**config.mk**
```make
export PLATFORM = sky130hd
export DESIGN_NAME = simon_key_sched_ctrl
export DESIGN_NICKNAME = d
export VERILOG_FILES = /design/src/rtl/simon_pkg.sv /design/src/rtl/simon_key_expand.sv /design/src/rtl/simon_key_sched_ctrl.sv
export SDC_FILE = /design/constraint.sdc
export NUM_CORES = 1
export LEC_CHECK = 0
export CORE_MARGIN = 10
export CORE_UTILIZATION = 28
export CTS_BUF_LIST = sky130_fd_sc_hd__clkbuf_8
export DETAILED_ROUTE_END_ITERATION = 6
export PLACE_DENSITY = 0.53
export SYNTH_ARGS = -nofsm -noshare
export SYNTH_HDL_FRONTEND = slang
export SYNTH_SLANG_ARGS = --single-unit
```
**constraint.sdc**
```tcl
create_clock -name clk -period 2.4 [get_ports clk]
set_input_delay 0.24 -clock clk [delete_from_list [all_inputs] [get_ports clk]]
set_output_delay 0.24 -clock clk [all_outputs]
set_load 0.1 [all_outputs]
```
**src/rtl/simon_pkg.sv**
```systemverilog
// rtl/simon_pkg.sv - constants, state type and z0 lookup for the SIMON32/64 key-schedule controller
package simon_pkg;

    localparam int          SIMON_ROUNDS = 32;
    localparam logic [15:0] SIMON_C      = 16'hFFFC;

    // Written with sequence bit 0 as the leftmost (most significant) literal digit
    localparam logic [61:0] SIMON_Z0 =
        62'b11111010001001010110000111001101111101000100101011000011100110;

    typedef enum logic [1:0] {
        ST_IDLE,
        ST_RUN,
        ST_WAIT,
        ST_RESP
    } state_t;

    function automatic logic z0_bit(input logic [5:0] idx);
        return SIMON_Z0[6'd61 - idx];
    endfunction

endpackage

```
**src/rtl/simon_key_expand.sv**
```systemverilog
// rtl/simon_key_expand.sv - 4-word key window; advancing shifts out k[r] and appends k[r+4]
module simon_key_expand
    import simon_pkg::*;
#(
    parameter int RW = 5
) (
    input  logic          clk,
    input  logic          reset,
    input  logic          load,
    input  logic          advance,
    input  logic [63:0]   key,
    input  logic [RW-1:0] round,
    output logic [15:0]   round_key
);

    logic [15:0] w [4];
    logic [15:0] tmp;
    logic [15:0] next_word;

    always_comb begin
        tmp       = {w[3][2:0], w[3][15:3]} ^ w[1];
        next_word = w[0] ^ tmp ^ {tmp[0], tmp[15:1]} ^ SIMON_C
                    ^ {15'd0, z0_bit(6'(round))};
    end

    always_ff @(posedge clk) begin
        if (reset) begin
            for (int i = 0; i < 4; i++) begin
                w[i] <= '0;
            end
        end else if (load) begin
            w[0] <= key[15:0];
            w[1] <= key[31:16];
            w[2] <= key[47:32];
            w[3] <= key[63:48];
        end else if (advance) begin
            w[0] <= w[1];
            w[1] <= w[2];
            w[2] <= w[3];
            w[3] <= next_word;
        end
    end

    assign round_key = w[0];

endmodule

```
**src/rtl/simon_key_sched_ctrl.sv**
```systemverilog
// rtl/simon_key_sched_ctrl.sv - request FSM, watchdog and arbiter for SIMON32/64 (SIMON_TWO_REQ_EN adds req1)
module simon_key_sched_ctrl
    import simon_pkg::*;
#(
    parameter int ROUNDS       = SIMON_ROUNDS,
    parameter int DONE_TIMEOUT = 64
) (
    input  logic        clk,
    input  logic        reset,
    input  logic        req0_valid,
    output logic        req0_ready,
    input  logic [63:0] req0_key,
    input  logic [31:0] req0_plain,
`ifdef SIMON_TWO_REQ_EN
    input  logic        req1_valid,
    output logic        req1_ready,
    input  logic [63:0] req1_key,
    input  logic [31:0] req1_plain,
`endif
    output logic        resp_valid,
    input  logic        resp_ready,
    output logic [31:0] resp_cipher,
    output logic        resp_id,
    output logic        resp_err,
    output logic        core_start,
    output logic [31:0] core_plain,
    output logic [15:0] core_round_key,
    input  logic [31:0] core_cipher,
    input  logic        core_done
);

    localparam int RW = $clog2(ROUNDS);
    localparam int WW = $clog2(DONE_TIMEOUT + 1);

    state_t        state, state_nx;
    logic [RW-1:0] round;
    logic [WW-1:0] wd;
    logic          done_seen;
    logic          last_round;
    logic          timeout;
    logic          grant;
    logic          accept;
    logic [63:0]   sel_key;
    logic [31:0]   sel_plain;
    logic [15:0]   rk;

    assign last_round = (round == RW'(ROUNDS - 1));
    assign timeout    = (wd >= WW'(DONE_TIMEOUT - 1));

`ifdef SIMON_TWO_REQ_EN
    logic last_served;

    // With nobody asking, offer the slot to whoever was not served last
    always_comb begin
        grant = ~last_served;
        if (req0_valid && req1_valid) grant = ~last_served;
        else if (req1_valid)          grant = 1'b1;
        else if (req0_valid)          grant = 1'b0;
    end

    assign req0_ready = (state == ST_IDLE) && !reset && !grant;
    assign req1_ready = (state == ST_IDLE) && !reset &&  grant;
    assign accept     = grant ? (req1_valid && req1_ready) : (req0_valid && req0_ready);
    assign sel_key    = grant ? req1_key   : req0_key;
    assign sel_plain  = grant ? req1_plain : req0_plain;

    always_ff @(posedge clk) begin
        if (reset)       last_served <= 1'b1;
        else if (accept) last_served <= grant;
    end
`else
    assign grant      = 1'b0;
    assign req0_ready = (state == ST_IDLE) && !reset;
    assign accept     = req0_valid && req0_ready;
    assign sel_key    = req0_key;
    assign sel_plain  = req0_plain;
`endif

    simon_key_expand #(.RW(RW)) u_key_expand (
        .clk       (clk),
        .reset     (reset),
        .load      (accept),
        .advance   (state == ST_RUN),
        .key       (sel_key),
        .round     (round),
        .round_key (rk)
    );

    always_ff @(posedge clk) begin
        if (reset) state <= ST_IDLE;
        else       state <= state_nx;
    end

    always_comb begin
        state_nx = state;
        case (state)
            ST_IDLE: if (accept) state_nx = ST_RUN;
            ST_RUN:  if (last_round) state_nx = (done_seen || core_done) ? ST_RESP : ST_WAIT;
            ST_WAIT: if (core_done || timeout) state_nx = ST_RESP;
            ST_RESP: if (resp_ready) state_nx = ST_IDLE;
            default: state_nx = ST_IDLE;
        endcase
    end

    // wd equals the number of cycles elapsed since the core_start cycle
    always_ff @(posedge clk) begin
        if (reset) begin
            round       <= '0;
            wd          <= '0;
            done_seen   <= 1'b0;
            core_plain  <= '0;
            resp_cipher <= '0;
            resp_err    <= 1'b0;
            resp_id     <= 1'b0;
        end else begin
            case (state)
                ST_IDLE: begin
                    if (accept) begin
                        core_plain <= sel_plain;
                        resp_id    <= grant;
                        round      <= '0;
                        wd         <= '0;
                        done_seen  <= 1'b0;
                    end
                end
                ST_RUN: begin
                    round <= round + RW'(1);
                    wd    <= wd + WW'(1);
                    if (core_done && !done_seen) begin
                        done_seen   <= 1'b1;
                        resp_cipher <= core_cipher;
                        resp_err    <= 1'b0;
                    end
                end
                ST_WAIT: begin
                    wd <= wd + WW'(1);
                    if (core_done) begin
                        resp_cipher <= core_cipher;
                        resp_err    <= 1'b0;
                    end else if (timeout) begin
                        resp_cipher <= '0;
                        resp_err    <= 1'b1;
                    end
                end
                default: ;
            endcase
        end
    end

    assign resp_valid     = (state == ST_RESP);
    assign core_start     = (state == ST_RUN) && (round == '0);
    assign core_round_key = (state == ST_RUN) ? rk : '0;

endmodule

```
==> results of run 1 <==
per-stage QoR:
stage	worst slack [ns]	hold WS, ns	util, %
2_1_floorplan	0.1060	0.3390	-
6_report	0.2027	0.2054	40.51
3_3_place_gp	0.1245	0.4469	38.99
5_1_grt	0.06388	0.1836	40.50
4_1_cts	0.1105	0.1617	40.47
3_5_place_dp	0.1064	0.4521	38.99
cells by family after synthesis:
logic type	after synthesis	synth area share (%)
buffers and inverters	60	3.951
multiplexers	9	1.511
adder cells (fa/ha/maj)	14	2.549
flip-flops	144	51.27
AND/OR/NAND/NOR	327	21.61
AO/OA/AOI/OAI	111	12.18
other	1	0.05457
XOR/XNOR	53	6.864
repair_timing:
action	CTS	global route
endpoints found under the hold margin	0	0
endpoints found under the setup margin	0	5
hold buffers	0	0
resized for setup	0	1
cells in the mapped netlist, drive strengths merged (8+ instances only):
library cell / n / area share, %
nand3b: 32 / 3.5
buf: 21 / 1.8
edfxtp: 64 / 28
xnor2: 48 / 6.2
nor2: 51 / 2.8
inv: 11 / 0.60
and2: 16 / 1.5
dfxtp: 80 / 23
nand3: 36 / 2.6
a22oi: 36 / 6.1
a21oi: 8 / 0.58
o21ai: 55 / 4.0
nand2: 173 / 9.5
clkbuf: 28 / 1.5
ha: 14 / 2.5
cell type report:
class	count	area (sq um)
Inverter	11	41.29
Fill cell	2437	14430
Clock inverter	15	126.4
Sequential cell	144	3523
Timing Repair Buffer	237	2367
Antenna cell	1	2.502
Tap cell	324	405.4
Multi-Input combinational cell	515	3123
Clock buffer	17	234.0
flip-flops by register name, summed over array words and instances (netlist names):
name,cells
wd,7
resp_cipher,32
u_key_expand.w,64
resp_err,1
state,2
round,5
core_plain,32
done_seen,1
per-layer routing:
metal	share of wire, %	up-vias	routed length, microns
met5	0.056	-	12
met2	44	184	9442
met3	9.6	20	2053
met1	45	2570	9713
li1	-	2857	-
met4	1.1	2	245
path summary, 6_finish.rpt:
path	startpoint	endpoint	slack [ns]	cells past startpoint
hold / removal	reset	wd[3]	0.21	2
setup / recovery	state[1]	core_round_key[15]	0.20	5
setup reg to reg	round[0]	u_key_expand.w[3][0]	0.31	8
hold reg to reg	resp_err	resp_err	0.46	2
power groups by stage:
stage	Clock (uW)	Combinational, uW	Sequential [uW]
floorplan	0	3070	5400
global placement	0	6260	3940
detailed placement	0	6270	3950
CTS	1930	6280	3900
global route	2010	6630	3980
finish	1830	6180	3900
==> results.yml, run 1 <==
global_route:
  grt_pass1_vias: 5936
  use_met2_pct: 20.83
  busiest_layer: "met2"
  antenna_found_initial: 1
  grt_usage_pct: 13.65
  grt_start_max_net_pins: 66
  use_met3_pct: 5.867
  grt_pass1_wl_microns: 33600
  grt-ovfl-total: 0
  met1_usage_pct: 17.22
synth:
  syn_area_sq_um: 6872
  synthCells: 719
  synthFlopType: "dfxtp_1"
  ys_seq_elements: 144
  yosys_warnings: 0
  avgSynthCellArea_sq_um: 9.557
  syn_nets: 866
  async_flop_share_pct: 0
  seq_area_frac_synth_pct: 51.27
  synth_cell_type_count: 44
  synth_edf_count: 64
timing:
  slew-limit-headroom_pct: 55.29
  fmax_ghz: 0.4551
  setup_violations: 0
  period_needed_ns: 2.197
  finalCritPeriodShare_pct: 91.56
  tightest_slew_ns: 0.6636
  hold_viol: 0
  timing.final.max_slew_violations: 0
  fin_tns_setup_ns: 0
  rsz0062_at_grt: "no"
  clock_skew_ns: 0.02025
layout:
  drive_gt1_share_pct: 19.06
  nets: 1073
  postLayoutCellArea_sq_um: 9823
  instances_no_fill: 1264
  mostFrequentLayoutCells: "nand2_1 (172), clkdlybuf4s50_1 (131), buf_4 (84)"
  final_common_cell: "nand2_1"
  syn_to_final_growth_pct: 42.95
placed_design:
  dp_hpwl_microns: 15370
  port_buffers: 216
  post_dp_cell_area_sq_um: 9454
  routabilityCongestion: 0.7438
  placed_cells: 1231
cts:
  cts-root-buf: "clkbuf_8"
  numCtsBuffers: 17
  postCtsSetupRepairBufs: 0
  h-tree-depth: 4
  cts_tree: "done"
  clk_latency_ns: 0.46
  cts_buffer_depth: 2
  clkTransAtPathRegs_ns: 0.09
  numClockSinks: 144
critical_path:
  startpoint_type: "register"
  worstPathCellList: "inv_1 -> ha_1 -> buf_4 -> and2_1 -> buf_12"
  path_delay_family: "buffers and inverters"
  worstPathBufferInverterCount: 3
  endpoint_kind: "primary output"
  cp.required_ns: 2.16
  critical_path.max_stage_delay_ns: 0.35
  worstSetupPathType: "register to primary output"
  worstPathMaxFanout: 22
  critPathArrivalTime_ns: 1.96
  slowest_stage: "dfxtp_1"
floorplan:
  die_h_microns: 176.7
  start_util_pct: 28.34
  chipWidth_microns: 176.7
  io_pins: 218
  rows: 57
  design.core.area_sq_um: 24250
  dieArea_sq_um: 31210
pwr:
  ir_drop_mv: 0.5538
  cellLeakagePower_uw: 0.003913
  switching_share_pct: 47.08
  power_frac_comb_pct: 51.9
  pwr-share-seq_pct: 32.7
  p_int_uw: 6304
  total_power_uw: 11910
  clockPowerShare_pct: 15.4
  switching_power_uw: 5608
  p_per_area_nw_per_um2: 1213
drt:
  post-route-drc-count: 0
  num_vias: 5633
  drt_pass1_iterations: 5
  wl_per_cell_microns: 16.98
  viasPerCell: 4.456
  postRouteAntennaNets: 0
  drt_iter0_drc: 271
  finalWirelength_microns: 21470
min_path:
  min_path_type: "input port to register"
flow_run:
  cap_viol_max_count: 0
outcome:
  status: "finished clean"
(Power assumes the default switching activity.)
==> run 2, diff against run 1 <==
--- a/config.mk
+++ b/config.mk
@@ -5,9 +5,9 @@
 export SDC_FILE = /design/constraint.sdc
 export NUM_CORES = 1
 export LEC_CHECK = 0
-export CORE_MARGIN = 10
+export CAP_MARGIN = 40
 export CORE_UTILIZATION = 28
-export CTS_BUF_LIST = sky130_fd_sc_hd__clkbuf_8
+export CTS_BUF_LIST = sky130_fd_sc_hd__clkbuf_4 sky130_fd_sc_hd__clkbuf_8 sky130_fd_sc_hd__clkbuf_16
 export DETAILED_ROUTE_END_ITERATION = 6
 export PLACE_DENSITY = 0.53
 export SYNTH_ARGS = -nofsm -noshare
==> run 2 against run 1 <==
Against the previous run: hold slack lost 0.0055 ns; non-clock buffer count shrank 3; critical path depth is the same; largest power group unchanged.
==> results.yml, run 2 (synthesis results as in run 1) <==
pwr:
  ir_drop_mv: 0.4791
  cellLeakagePower_uw: 0.004022
  p_per_area_nw_per_um2: 1270
  total_power_uw: 12770
timing:
  slew-limit-headroom_pct: 47.64
  period_needed_ns: 2.246
  finalCritPeriodShare_pct: 93.57
  setup_ws_ns: 0.1543
  rsz0062_at_grt: "no"
  tightest_slew_ns: 0.7854
  setup_violations: 0
  clock_skew_ns: 0.01547
  timing.final.max_slew_violations: 0
  fin_tns_setup_ns: 0
  hold_viol: 0
  fmax_ghz: 0.4453
placed_design:
  dp_slack_ns: 0.2080
  port_buffers: 216
  routabilityCongestion: 0.7231
  dp_hpwl_microns: 13560
cts:
  cts-root-buf: "clkbuf_16"
  holdBufCountCts: 0
  clkTransAtPathRegs_ns: 0.07
  cts_buffer_depth: 2
  postCtsSetupRepairBufs: 0
  numClockSinks: 144
  numCtsBuffers: 17
  h-tree-depth: 4
  cts-resized-gates: 0
  clk_latency_ns: 0.42
  cts_tree: "done"
layout:
  fillers: 2294
  nets: 1070
  largest_register: "u_key_expand.w"
  n_antenna_cell: 0
  largest_registers: "u_key_expand.w x64, core_plain x32, resp_cipher x32"
  largest_reg_flops: 64
  drive_gt1_share_pct: 18.91
  final_common_cell: "nand2_1"
  mostFrequentLayoutCells: "nand2_1 (172), clkdlybuf4s50_1 (131), dfxtp_1 (80), buf_4 (80), edfxtp_1 (64)"
  syn_to_final_growth_pct: 46.34
drt:
  viasPerCell: 4.527
  drt_pass1_iterations: 4
  wl_per_cell_microns: 15.27
  post-route-drc-count: 0
  drt_iter0_drc: 288
  num_vias: 5681
  postRouteAntennaNets: 0
  finalWirelength_microns: 19160
floorplan:
  rows: 56
  chipWidth_microns: 158.7
  io_pins: 218
  die_h_microns: 158.7
  start_util_pct: 28.93
  design.core.area_sq_um: 23750
  dieArea_sq_um: 25170
critical_path:
  worstPathMaxFanout: 18
  worstSetupPathType: "register to primary output"
  worstSetupStartpoint: "state[1]"
  cp.required_ns: 2.16
  critical_path.max_stage_delay_ns: 0.39
  critPathArrivalTime_ns: 2.01
  worstPathCellList: "inv_1 -> ha_1 -> buf_4 -> and2_1 -> buf_12"
  r2r-start: "state[1]"
  slowest_stage: "ha_1"
  startpoint_type: "register"
  endpoint_kind: "primary output"
flow_run:
  cap_viol_max_count: 0
global_route:
  antenna_found_initial: 2
  grt-ovfl-total: 0
  grt_pass1_wl_microns: 30320
  grt_start_max_net_pins: 78
  grt_usage_pct: 15.79
  grt_pass1_vias: 5743
outcome:
  status: "finished clean"
min_path:
  min-delay-start: "reset"
  min_path_type: "input port to register"
## run 2: cell count changes in the layout (fill, tap and decap cells not counted), sizes merged
cell      delta
clkinvlp     -2
clkinv       +3
buf          -3
inv          -3
diode        -1
bufinv       +2
## run 2: layer usage
metal  GRT usage [%]  vias to the layer above  share of wire, %
li1                -                     2857                 -
met1           20.56                     2645                46
met2           24.96                      165                46
met3           5.144                       10               7.6
met4           4.258                        4              0.62
met5               0                        -              0.12
## run 2: area by class of cell
cell class | instances | area (sq um) | area share (%)
Inverter | 11 | 41.29 | 0.4106
Clock inverter | 15 | 192.7 | 1.916
Tap cell | 319 | 399.1 | 3.969
Timing Repair Buffer | 234 | 2357 | 23.44
Multi-Input combinational cell | 515 | 3117 | 30.99
Sequential cell | 144 | 3523 | 35.04
Clock buffer | 17 | 425.4 | 4.230
## run 2: worst max-delay path: cells and delay by family, from the launching register on
kind          cells  cell delay, ns
buf+inv           3            0.61
fa+ha+maj         1            0.39
flops             1            0.34
simple gates      1            0.24
## run 2: worst paths after layout
path	to	slack, ns	cells past startpoint
max	core_round_key[14]	0.15	5
min	wd[2]	0.20	2
max reg2reg	resp_cipher[28]	0.24	9
min reg2reg	resp_err	0.47	2
## run 2: through the flow
| step | hold slack (ns) | cell area [sq um] | std cells | utilization [%] |
|---|---|---|---|---|
| after floorplan | 0.3390 | 6887 | 719 | - |
| after global placement | 0.4474 | 9418 | 1222 | 39.65 |
| after detailed placement | 0.4526 | 9438 | 1223 | 39.73 |
| after CTS | 0.1881 | 10060 | 1255 | 42.34 |
| after global routing | 0.2148 | 10060 | 1255 | 42.34 |
| final | 0.2000 | 10060 | 1255 | 42.34 |
## run 2: power by group
group | internal, uW | leakage, uW | total [uW] | switching, uW
combinational | 2120 | 0.00238 | 6140 | 4020
clock | 1540 | 0.000303 | 2730 | 1190
sequential | 3430 | 0.00134 | 3900 | 475
total | 7090 | 0.00402 | 12800 | 5680
==> run 3, diff against run 2 <==
--- a/config.mk
+++ b/config.mk
@@ -6,10 +6,12 @@
 export NUM_CORES = 1
 export LEC_CHECK = 0
 export CAP_MARGIN = 40
+export CELL_PAD_IN_SITES_DETAIL_PLACEMENT = 1
+export CELL_PAD_IN_SITES_GLOBAL_PLACEMENT = 2
 export CORE_UTILIZATION = 28
 export CTS_BUF_LIST = sky130_fd_sc_hd__clkbuf_4 sky130_fd_sc_hd__clkbuf_8 sky130_fd_sc_hd__clkbuf_16
 export DETAILED_ROUTE_END_ITERATION = 6
-export PLACE_DENSITY = 0.53
+export PLACE_DENSITY = 0.81
 export SYNTH_ARGS = -nofsm -noshare
 export SYNTH_HDL_FRONTEND = slang
 export SYNTH_SLANG_ARGS = --single-unit
==> run 3 against run 2 <==
Against the previous run: critical path depth up 3; clock power down 7%; hold slack better by 0.015 ns.
==> results.yml, run 3 (synthesis results as in run 1) <==
outcome:
  status: "finished clean"
drt:
  wl_per_cell_microns: 16.61
  viasPerCell: 4.606
  finalWirelength_microns: 20840
  drt_pass1_iterations: 4
  num_vias: 5781
  postRouteAntennaNets: 0
  drt_iter0_drc: 257
  post-route-drc-count: 0
global_route:
  grt_pass1_wl_microns: 32600
  grt_usage_pct: 17.02
  grt-ovfl-total: 0
  grt_pass1_vias: 6028
  antenna_found_initial: 1
  grt_start_max_net_pins: 68
critical_path:
  worstPathBufferInverterCount: 1
  worstPathCellList: "inv_1 -> ha_1 -> mux2_2 -> mux2i_1 -> mux2i_1 -> a21oi_1 -> xor2_1 -> o21ai_1"
  cp.required_ns: 2.56
  r2r-start: "round[1]"
  worstSetupPathType: "register to register"
  critPathArrivalTime_ns: 2.34
  slowest_stage: "dfxtp_1"
  cp_common_cell: "mux2i_1"
  critical_path.max_stage_delay_ns: 0.49
  startpoint_type: "register"
  worstSetupStartpoint: "round[1]"
  path_delay_family: "multiplexers"
  worstPathMaxFanout: 8
  endpoint_kind: "register"
layout:
  largest_reg_flops: 64
  nets: 1069
  mostFrequentLayoutCells: "nand2_1 (172), clkdlybuf4s50_1 (131), dfxtp_1 (80)"
  fillers: 2643
  final_common_cell: "nand2_1"
  largest_register: "u_key_expand.w"
  syn_to_final_growth_pct: 45.63
  multi_input_comb_area_sq_um: 3117
  postLayoutCellArea_sq_um: 10010
  drive_gt1_share_pct: 18.72
  area.sequential_sq_um: 3523
  largest_registers: "u_key_expand.w x64, core_plain x32, resp_cipher x32"
placed_design:
  routabilityCongestion: 0.7361
  dp_hpwl_microns: 14700
  port_buffers: 216
  post_dp_cell_area_sq_um: 9443
min_path:
  min_path_type: "input port to register"
  min-delay-start: "reset"
pwr:
  p_int_uw: 6992
  switching_power_uw: 5671
  p_per_area_nw_per_um2: 1265
  power_frac_comb_pct: 49.0
  clockPowerShare_pct: 20.0
  cellLeakagePower_uw: 0.003995
  switching_share_pct: 44.78
  ir_drop_mv: 0.5327
  pwr-share-seq_pct: 31.0
  total_power_uw: 12660
timing:
  rsz0062_at_grt: "no"
  fmax_ghz: 0.4583
  timing.final.max_slew_violations: 0
  hold_slack_ns: 0.2146
  fin_tns_setup_ns: 0
  slew-limit-headroom_pct: 45.65
  period_needed_ns: 2.182
  setup_violations: 0
  finalCritPeriodShare_pct: 90.92
  clock_skew_ns: 0.007447
  hold_viol: 0
  tightest_slew_ns: 0.8152
floorplan:
  die_h_microns: 158.7
  start_util_pct: 28.93
  rows: 56
  chipWidth_microns: 158.7
  design.core.area_sq_um: 23750
  io_pins: 218
  dieArea_sq_um: 25170
cts:
  cts_tree: "done"
  numCtsBuffers: 17
  clkTransAtPathRegs_ns: 0.06
  holdBufCountCts: 0
  clk_latency_ns: 0.42
  numClockSinks: 144
  cts-resized-gates: 0
  h-tree-depth: 4
  postCtsSetupRepairBufs: 0
  cts-root-buf: "clkbuf_16"
  cts_buffer_depth: 2
flow_run:
  cap_viol_max_count: 0
-- run 3: final cells by class --
class	instances	area share (%)
Inverter	11	0.4126
Sequential cell	144	35.21
Clock buffer	19	4.639
Timing Repair Buffer	233	23.61
Antenna cell	1	0.02501
Multi-Input combinational cell	515	31.15
Clock inverter	13	0.9752
Tap cell	319	3.988
-- run 3: metrics by stage --
stage	cells	worst slack, ns	utilization, %
5_1_grt	1254	0.02392	42.12
3_3_place_gp	1221	0.1053	39.67
3_5_place_dp	1222	0.1987	39.75
2_1_floorplan	719	0.1060	-
4_1_cts	1254	0.1799	42.12
6_report	1255	0.2180	42.13
-- run 3: layer usage --
metal	GRT usage (%)	vias up	part of all wire (%)
li1	-	2860	-
met1	21.24	2749	45
met2	28.15	155	46
met3	5.825	15	7.2
met4	3.892	2	1.0
met5	0	-	0.038
-- run 3: worst register-to-register path: stages, from the launching register on --
cell	delay (ns)
dfxtp_1	0.49
inv_1	0.12
ha_1	0.33
mux2_2	0.28
mux2i_1	0.13
mux2i_1	0.09
a21oi_1	0.21
xor2_1	0.20
o21ai_1	0.09
-- run 3: path summary, 6_finish.rpt --
| check | slack [ns] | cells after the start | to |
|---|---|---|---|
| worst min-delay path | 0.21 | 2 | done_seen |
| worst max-delay path | 0.22 | 8 | u_key_expand.w[3][0] |
| worst max register to register | 0.22 | 8 | u_key_expand.w[3][0] |
| worst min register to register | 0.47 | 2 | resp_err |
-- run 3: power groups by stage --
| stage | registers (uW) | clock network (uW) | logic [uW] |
|---|---|---|---|
| finish | 3920 | 2540 | 6200 |
| global route | 4010 | 2720 | 6620 |
| CTS | 3930 | 2630 | 6300 |
| detailed placement | 3970 | 0 | 6290 |
| global placement | 3950 | 0 | 6220 |
| floorplan | 5400 | 0 | 3070 |
